`config.mk`:
```
export PLATFORM = sky130hd
export DESIGN_NAME = ysyx_23060124_lsu_axi_master
export DESIGN_NICKNAME = d
export VERILOG_FILES = /design/src/rtl/ysyx_23060124_lsu_pkg.sv /design/src/rtl/ysyx_23060124_lsu_lane.sv /design/src/rtl/ysyx_23060124_lsu_axi_master.sv
export SDC_FILE = /design/constraint.sdc
export NUM_CORES = 1
export LEC_CHECK = 0
export ABC_AREA = 1
export BUFFER_PORTS_ARGS = -buffer_cell sky130_fd_sc_hd__buf_2
export CAP_MARGIN = 20
export CORE_ASPECT_RATIO = 2
export CORE_MARGIN = 2
export CORE_UTILIZATION = 53
export CTS_CLUSTER_SIZE = 8
export DETAILED_ROUTE_END_ITERATION = 7
export PLACE_DENSITY = 0.87
export SYNTH_ARGS = -nofsm -noshare
export SYNTH_HDL_FRONTEND = slang
export SYNTH_SLANG_ARGS = --single-unit
```
`constraint.sdc`:
```
create_clock -name i_clk -period 4.9 [get_ports i_clk]
set_input_delay 0.245 -clock i_clk [delete_from_list [all_inputs] [get_ports i_clk]]
set_output_delay 0.245 -clock i_clk [all_outputs]
set_load 0.005 [all_outputs]
```
`src/rtl/ysyx_23060124_lsu_pkg.sv`:
```
// Shared definitions for the LSU AXI4-Lite master: access size codes,
// AXI response codes and the transaction FSM state encoding.
package ysyx_23060124_lsu_pkg;

    // req_size encodings
    localparam logic [1:0] SZ_B   = 2'd0;
    localparam logic [1:0] SZ_H   = 2'd1;
    localparam logic [1:0] SZ_W   = 2'd2;
    localparam logic [1:0] SZ_ILL = 2'd3;

    // AXI xRESP codes
    localparam logic [1:0] RESP_OKAY = 2'b00;

    typedef enum logic [2:0] {
        ST_IDLE,
        ST_AR,
        ST_R,
        ST_AW_W,
        ST_B,
        ST_RESP
    } state_e;

endpackage

```
`src/rtl/ysyx_23060124_lsu_lane.sv`:
```
// Byte-lane steering for a 32-bit bus (purely combinational).
//   off, size : low address bits and access size of the access
//   sext      : sign-extend narrow loads
//   st_data   : right-aligned store data -> wdata (lane-replicated), wstrb
//   ld_word   : raw bus read word        -> ld_data (extracted, extended)
//   misalign  : access not naturally aligned, or illegal size
module ysyx_23060124_lsu_lane
    import ysyx_23060124_lsu_pkg::*;
(
    input  logic [1:0]  off,
    input  logic [1:0]  size,
    input  logic        sext,
    input  logic [31:0] st_data,
    input  logic [31:0] ld_word,
    output logic        misalign,
    output logic [3:0]  wstrb,
    output logic [31:0] wdata,
    output logic [31:0] ld_data
);

    // Addressed byte/half moved down to bit 0
    logic [15:0] ld_low;
    assign ld_low = 16'(ld_word >> {off, 3'b000});

    always_comb begin
        misalign = 1'b0;
        wstrb    = 4'h0;
        wdata    = st_data;
        ld_data  = 32'h0;
        case (size)
            SZ_B: begin
                wstrb   = 4'b0001 << off;
                wdata   = {4{st_data[7:0]}};
                ld_data = {{24{sext & ld_low[7]}}, ld_low[7:0]};
            end
            SZ_H: begin
                misalign = off[0];
                wstrb    = 4'b0011 << off;
                wdata    = {2{st_data[15:0]}};
                ld_data  = {{16{sext & ld_low[15]}}, ld_low[15:0]};
            end
            SZ_W: begin
                misalign = (off != 2'd0);
                wstrb    = 4'hF;
                ld_data  = ld_word;
            end
            default: misalign = 1'b1;
        endcase
    end

endmodule

```
`src/rtl/ysyx_23060124_lsu_axi_master.sv`:
```
// AXI4-Lite master serving one LSU load/store at a time.
//   req_*  : LSU request (valid/ready), latched on accept
//   rsp_*  : one response per request, held until rsp_ready
//   m_ar*/m_r*          : AXI read address / data channels
//   m_aw*/m_w*/m_b*     : AXI write address / data / response channels
// Misaligned or illegal-size requests respond with rsp_err without bus traffic.
// The lane logic is fixed at 32 bits, so DATA_W must stay 32.
module ysyx_23060124_lsu_axi_master
    import ysyx_23060124_lsu_pkg::*;
#(
    parameter int unsigned ADDR_W = 32,
    parameter int unsigned DATA_W = 32
) (
    input  logic                i_clk,
    input  logic                i_rst_n,
    input  logic                req_valid,
    output logic                req_ready,
    input  logic [ADDR_W-1:0]   req_addr,
    input  logic [DATA_W-1:0]   req_wdata,
    input  logic                req_wen,
    input  logic [1:0]          req_size,
    input  logic                req_sext,
    output logic                rsp_valid,
    input  logic                rsp_ready,
    output logic [DATA_W-1:0]   rsp_rdata,
    output logic                rsp_err,
    output logic [ADDR_W-1:0]   m_araddr,
    output logic                m_arvalid,
    input  logic                m_arready,
    input  logic [DATA_W-1:0]   m_rdata,
    input  logic [1:0]          m_rresp,
    input  logic                m_rvalid,
    output logic                m_rready,
    output logic [ADDR_W-1:0]   m_awaddr,
    output logic                m_awvalid,
    input  logic                m_awready,
    output logic [DATA_W-1:0]   m_wdata,
    output logic [DATA_W/8-1:0] m_wstrb,
    output logic                m_wvalid,
    input  logic                m_wready,
    input  logic [1:0]          m_bresp,
    input  logic                m_bvalid,
    output logic                m_bready
);

    localparam int unsigned STRB_W = DATA_W / 8;

    state_e              state_q, state_d;
    logic [ADDR_W-1:0]   addr_q;
    logic [1:0]          size_q;
    logic                sext_q;
    logic [DATA_W-1:0]   wdata_q;
    logic [STRB_W-1:0]   wstrb_q;
    logic [DATA_W-1:0]   rdata_q;
    logic                err_q;
    logic                aw_done_q;
    logic                w_done_q;

    logic                idle;
    logic [1:0]          lane_off;
    logic [1:0]          lane_size;
    logic                lane_misalign;
    logic [3:0]          lane_wstrb;
    logic [31:0]         lane_wdata;
    logic [31:0]         lane_rdata;

    assign idle = (state_q == ST_IDLE);

    // Lane logic sees the incoming request while idle, the latched one afterwards
    assign lane_off  = idle ? req_addr[1:0] : addr_q[1:0];
    assign lane_size = idle ? req_size      : size_q;

    ysyx_23060124_lsu_lane u_lane (
        .off      (lane_off),
        .size     (lane_size),
        .sext     (sext_q),
        .st_data  (req_wdata),
        .ld_word  (m_rdata),
        .misalign (lane_misalign),
        .wstrb    (lane_wstrb),
        .wdata    (lane_wdata),
        .ld_data  (lane_rdata)
    );

    // State register
    always_ff @(posedge i_clk or negedge i_rst_n) begin
        if (!i_rst_n) state_q <= ST_IDLE;
        else          state_q <= state_d;
    end

    // Next-state logic; AW and W may complete in either order or together
    always_comb begin
        state_d = state_q;
        case (state_q)
            ST_IDLE: begin
                if (req_valid) begin
                    if (lane_misalign) state_d = ST_RESP;
                    else if (req_wen)  state_d = ST_AW_W;
                    else               state_d = ST_AR;
                end
            end
            ST_AR:   if (m_arready) state_d = ST_R;
            ST_R:    if (m_rvalid)  state_d = ST_RESP;
            ST_AW_W: if ((aw_done_q || m_awready) && (w_done_q || m_wready)) state_d = ST_B;
            ST_B:    if (m_bvalid)  state_d = ST_RESP;
            ST_RESP: if (rsp_ready) state_d = ST_IDLE;
            default: state_d = ST_IDLE;
        endcase
    end

    // Request latch, handshake bookkeeping and response capture
    always_ff @(posedge i_clk or negedge i_rst_n) begin
        if (!i_rst_n) begin
            addr_q    <= '0;
            size_q    <= '0;
            sext_q    <= 1'b0;
            wdata_q   <= '0;
            wstrb_q   <= '0;
            rdata_q   <= '0;
            err_q     <= 1'b0;
            aw_done_q <= 1'b0;
            w_done_q  <= 1'b0;
        end else begin
            case (state_q)
                ST_IDLE: begin
                    if (req_valid) begin
                        addr_q    <= req_addr;
                        size_q    <= req_size;
                        sext_q    <= req_sext;
                        wdata_q   <= (req_wen && !lane_misalign) ? DATA_W'(lane_wdata) : '0;
                        wstrb_q   <= (req_wen && !lane_misalign) ? STRB_W'(lane_wstrb) : '0;
                        rdata_q   <= '0;
                        err_q     <= lane_misalign;
                        aw_done_q <= 1'b0;
                        w_done_q  <= 1'b0;
                    end
                end
                ST_AW_W: begin
                    if (m_awvalid && m_awready) aw_done_q <= 1'b1;
                    if (m_wvalid && m_wready)   w_done_q  <= 1'b1;
                end
                ST_R: begin
                    if (m_rvalid) begin
                        err_q   <= (m_rresp != RESP_OKAY);
                        rdata_q <= (m_rresp == RESP_OKAY) ? DATA_W'(lane_rdata) : '0;
                    end
                end
                ST_B: begin
                    if (m_bvalid) err_q <= (m_bresp != RESP_OKAY);
                end
                default: ;
            endcase
        end
    end

    // Outputs decode straight from registers
    assign req_ready = idle;
    assign m_arvalid = (state_q == ST_AR);
    assign m_araddr  = {addr_q[ADDR_W-1:2], 2'b00};
    assign m_rready  = (state_q == ST_R);
    assign m_awvalid = (state_q == ST_AW_W) && !aw_done_q;
    assign m_awaddr  = {addr_q[ADDR_W-1:2], 2'b00};
    assign m_wvalid  = (state_q == ST_AW_W) && !w_done_q;
    assign m_wdata   = wdata_q;
    assign m_wstrb   = wstrb_q;
    assign m_bready  = (state_q == ST_B);
    assign rsp_valid = (state_q == ST_RESP);
    assign rsp_rdata = rdata_q;
    assign rsp_err   = err_q;

endmodule

```
==> out/results.ini <==
[setup_path]
arrival_ns=3.20
crit_type=reg -> reg
critPathCaptureType=register
rrSetupSlack_ns=1.92
path_max_fanout=45
cp-start-kind=register
required_ns=5.12

[flow_run]
drv_cap=0

[logic_synthesis]
synth_xor_xnor_area_share_pct=0
ys_warn_count=0
ys_types=29
synth_adder_area_share_pct=0
synth_top_family_by_area=simple AND/OR/NAND/NOR gates
synthMuxAreaShare_pct=0
ys_seq_area_share_pct=44.62
synth_compound_area_share_pct=8.555
syn-instance-count=819
netlist_area_um2=6113
yosys.area_share.simple_pct=33.07
ys_ff_latch=109
synth_area_per_cell_um2=7.464

[clocking]
postCtsSetupBuffers=0
cts_hold_buffers=1
ctsResizeCount=0
cts_root_buf=clkbuf_16
h-tree-depth=3
cts.sinks=109
cts_buffers=9
path_clk_slew_ns=0.08
tritoncts=built
clockBufferDepth=2
clkLatencyLatePin_ns=0.36

[power_and_ir_drop]
power_frac_seq_pct=31.7
p_per_area_nw_per_um2=640.2
p_int_mw=2.499
irDropWorstVdd_mv=0.3289
clkPwrFrac_pct=15.7
p_switching_mw=2.140
switching_share_pct=46.13
comb_power_share_pct=52.6
p_leak_nw=4.360

[place]
place_inst=1118
place_congestion=0.9191
buffer_ports.inserted=248
dp_hpwl_mm=13.47

[floorplanning]
dieArea_um2=12460
dieHeight_um=155.9
ios=253
core_area_um2=11290
core.rowCount=55
start_util_pct=54.17
die_w_um=79.94

[sta]
slew_headroom_pct=30.40
worstMarginPinSlew_ns=1.042
clock-skew-final_ns=0.009525
period_needed_ns=2.982
clock.fmax_ghz=0.3354
finalSetupTns_ns=0
slew_violations=0
fin_crit_sh_pct=60.85
setup_violations=0
hold_viol_final=0
grt_setup_unrepaired=no

[global_routing]
grt_use_total_pct=28.50
grt_max_degree=60
grt_antenna_before_repair=0
grt_pass1_vias=5811
grt_pass1_wl_mm=27.43
grt_overflow=0

[detailed_routing]
drt_iter0_drc=221
wl_mm=17.75
ant_nets=0
dr.pass1.iters=4
vias=5902
vias_per_cell=5.200
wl_per_cell_um=15.64
drc=0

[layout]
fin_cells=1135
final_nets=1101
syn_to_final_growth_pct=18.52
antenna_cells=0
final_common_cell=nand2_1
postLayoutCoreUtil_pct=64.20
final_cell_mix=nand2_1 (344), buf_2 (247), dfrtp_1 (109)
drive_gt1_share_pct=32.93

[hold_path]
hp-class=in -> reg

[outcome]
run_status=finished clean

==> logic make-up (layout without fill, tap and decap cells) <==
family,Yosys count,in the layout
and+or+nand+nor,478,478
AOI/OAI and AO/OA,84,84
other,1,4
buffers and inverters,147,318
DFF,109,109
==> worst paths after layout <==
| check | from | endpoint | cells after the start |
|---|---|---|---|
| setup reg to reg | state_q[0] | m_wdata[20] | 7 |
| hold reg to reg | rsp_rdata[17] | rsp_rdata[17] | 2 |
| hold / removal | req_addr[23] | addr_q[23] | 3 |
| setup / recovery | state_q[0] | m_wdata[20] | 7 |
| min in group asynchronous | i_rst_n | rsp_rdata[7] | 2 |
| max in group asynchronous | i_rst_n | rsp_rdata[25] | 3 |
==> area by class of cell <==
cell class | instances | area [µm²]
Inverter | 49 | 183.9
Timing Repair Buffer | 253 | 1284
Clock buffer | 9 | 225.2
Clock inverter | 7 | 78.83
Multi-Input combinational cell | 566 | 2569
Tap cell | 142 | 177.7
Fill cell | 1021 | 4040
Sequential cell | 109 | 2728
==> per-layer routing <==
metal	track usage (%)	part of all wire, %
met1	27.69	33
met2	53.13	55
met3	5.961	6.0
met4	16.87	5.5
met5	0	0
==> flip-flops by register name, indices dropped and copies added (netlist names) <==
signal,count
sext_q,1
w_done_q,1
state_q,3
rsp_rdata,32
size_q,2
rsp_err,1
aw_done_q,1
m_wstrb,4
m_wdata,32
addr_q,32
==> critical path, stage by stage (launching register included) <==
cell     delay, ns
dfrtp_1       0.44
nor2_4        0.22
nand2_2       0.21
nor2_4        0.84
inv_2         0.50
buf_4         0.42
nand2_1       0.14
o21ai_2       0.06
==> power groups by stage <==
stage / Sequential, mW / Combinational [mW] / Clock (mW)
floorplan: 1.47 / 1.89 / 0
global placement: 1.47 / 2.39 / 0
detailed placement: 1.48 / 2.44 / 0
CTS: 1.47 / 2.45 / 0.742
global route: 1.51 / 2.77 / 0.773
finish: 1.47 / 2.44 / 0.729
==> stage by stage <==
step | power (mW) | hold WS, ns | worst slack [ns] | cell area [µm²]
3_3_place_gp | 3.860 | 0.3551 | 2.009 | 6932
3_5_place_dp | 3.927 | 0.3628 | 1.931 | 6932
4_1_cts | 4.665 | 0.07831 | 1.905 | 7246
2_1_floorplan | 3.352 | -0.05059 | 3.091 | 6125
6_report | 4.639 | 0.08783 | 1.918 | 7246
5_1_grt | 5.049 | 0.08414 | 1.695 | 7246
==> synthesized netlist by cell type <==
master	count	area, µm²
or2_2	14	87.58
nand2_4	1	11.26
buf_1	1	3.750
o22ai_1	5	31.28
nand2_1	344	1291
nand4_2	1	12.51
nor2_2	3	18.77
inv_1	45	168.9
nor2_4	2	22.52
inv_2	4	15.01
o211ai_1	3	22.52
a21oi_1	11	55.05
o21ai_2	23	201.4
nand3_1	77	385.4
buf_6	4	45.04
nand3b_1	1	7.510
nor2_8	1	20.02
nand3_2	1	10.01
nand4_1	3	18.77
nand2_2	8	50.05
o21ai_0	41	205.2
conb_1	1	3.750
buf_2	6	30.03
nor2_1	19	71.32
buf_4	66	495.5
dfrtp_1	109	2728
nor3_1	3	15.01
a22oi_1	1	7.510
clkbuf_1	21	78.83
Note: power is estimated with default switching activity, not from simulation.
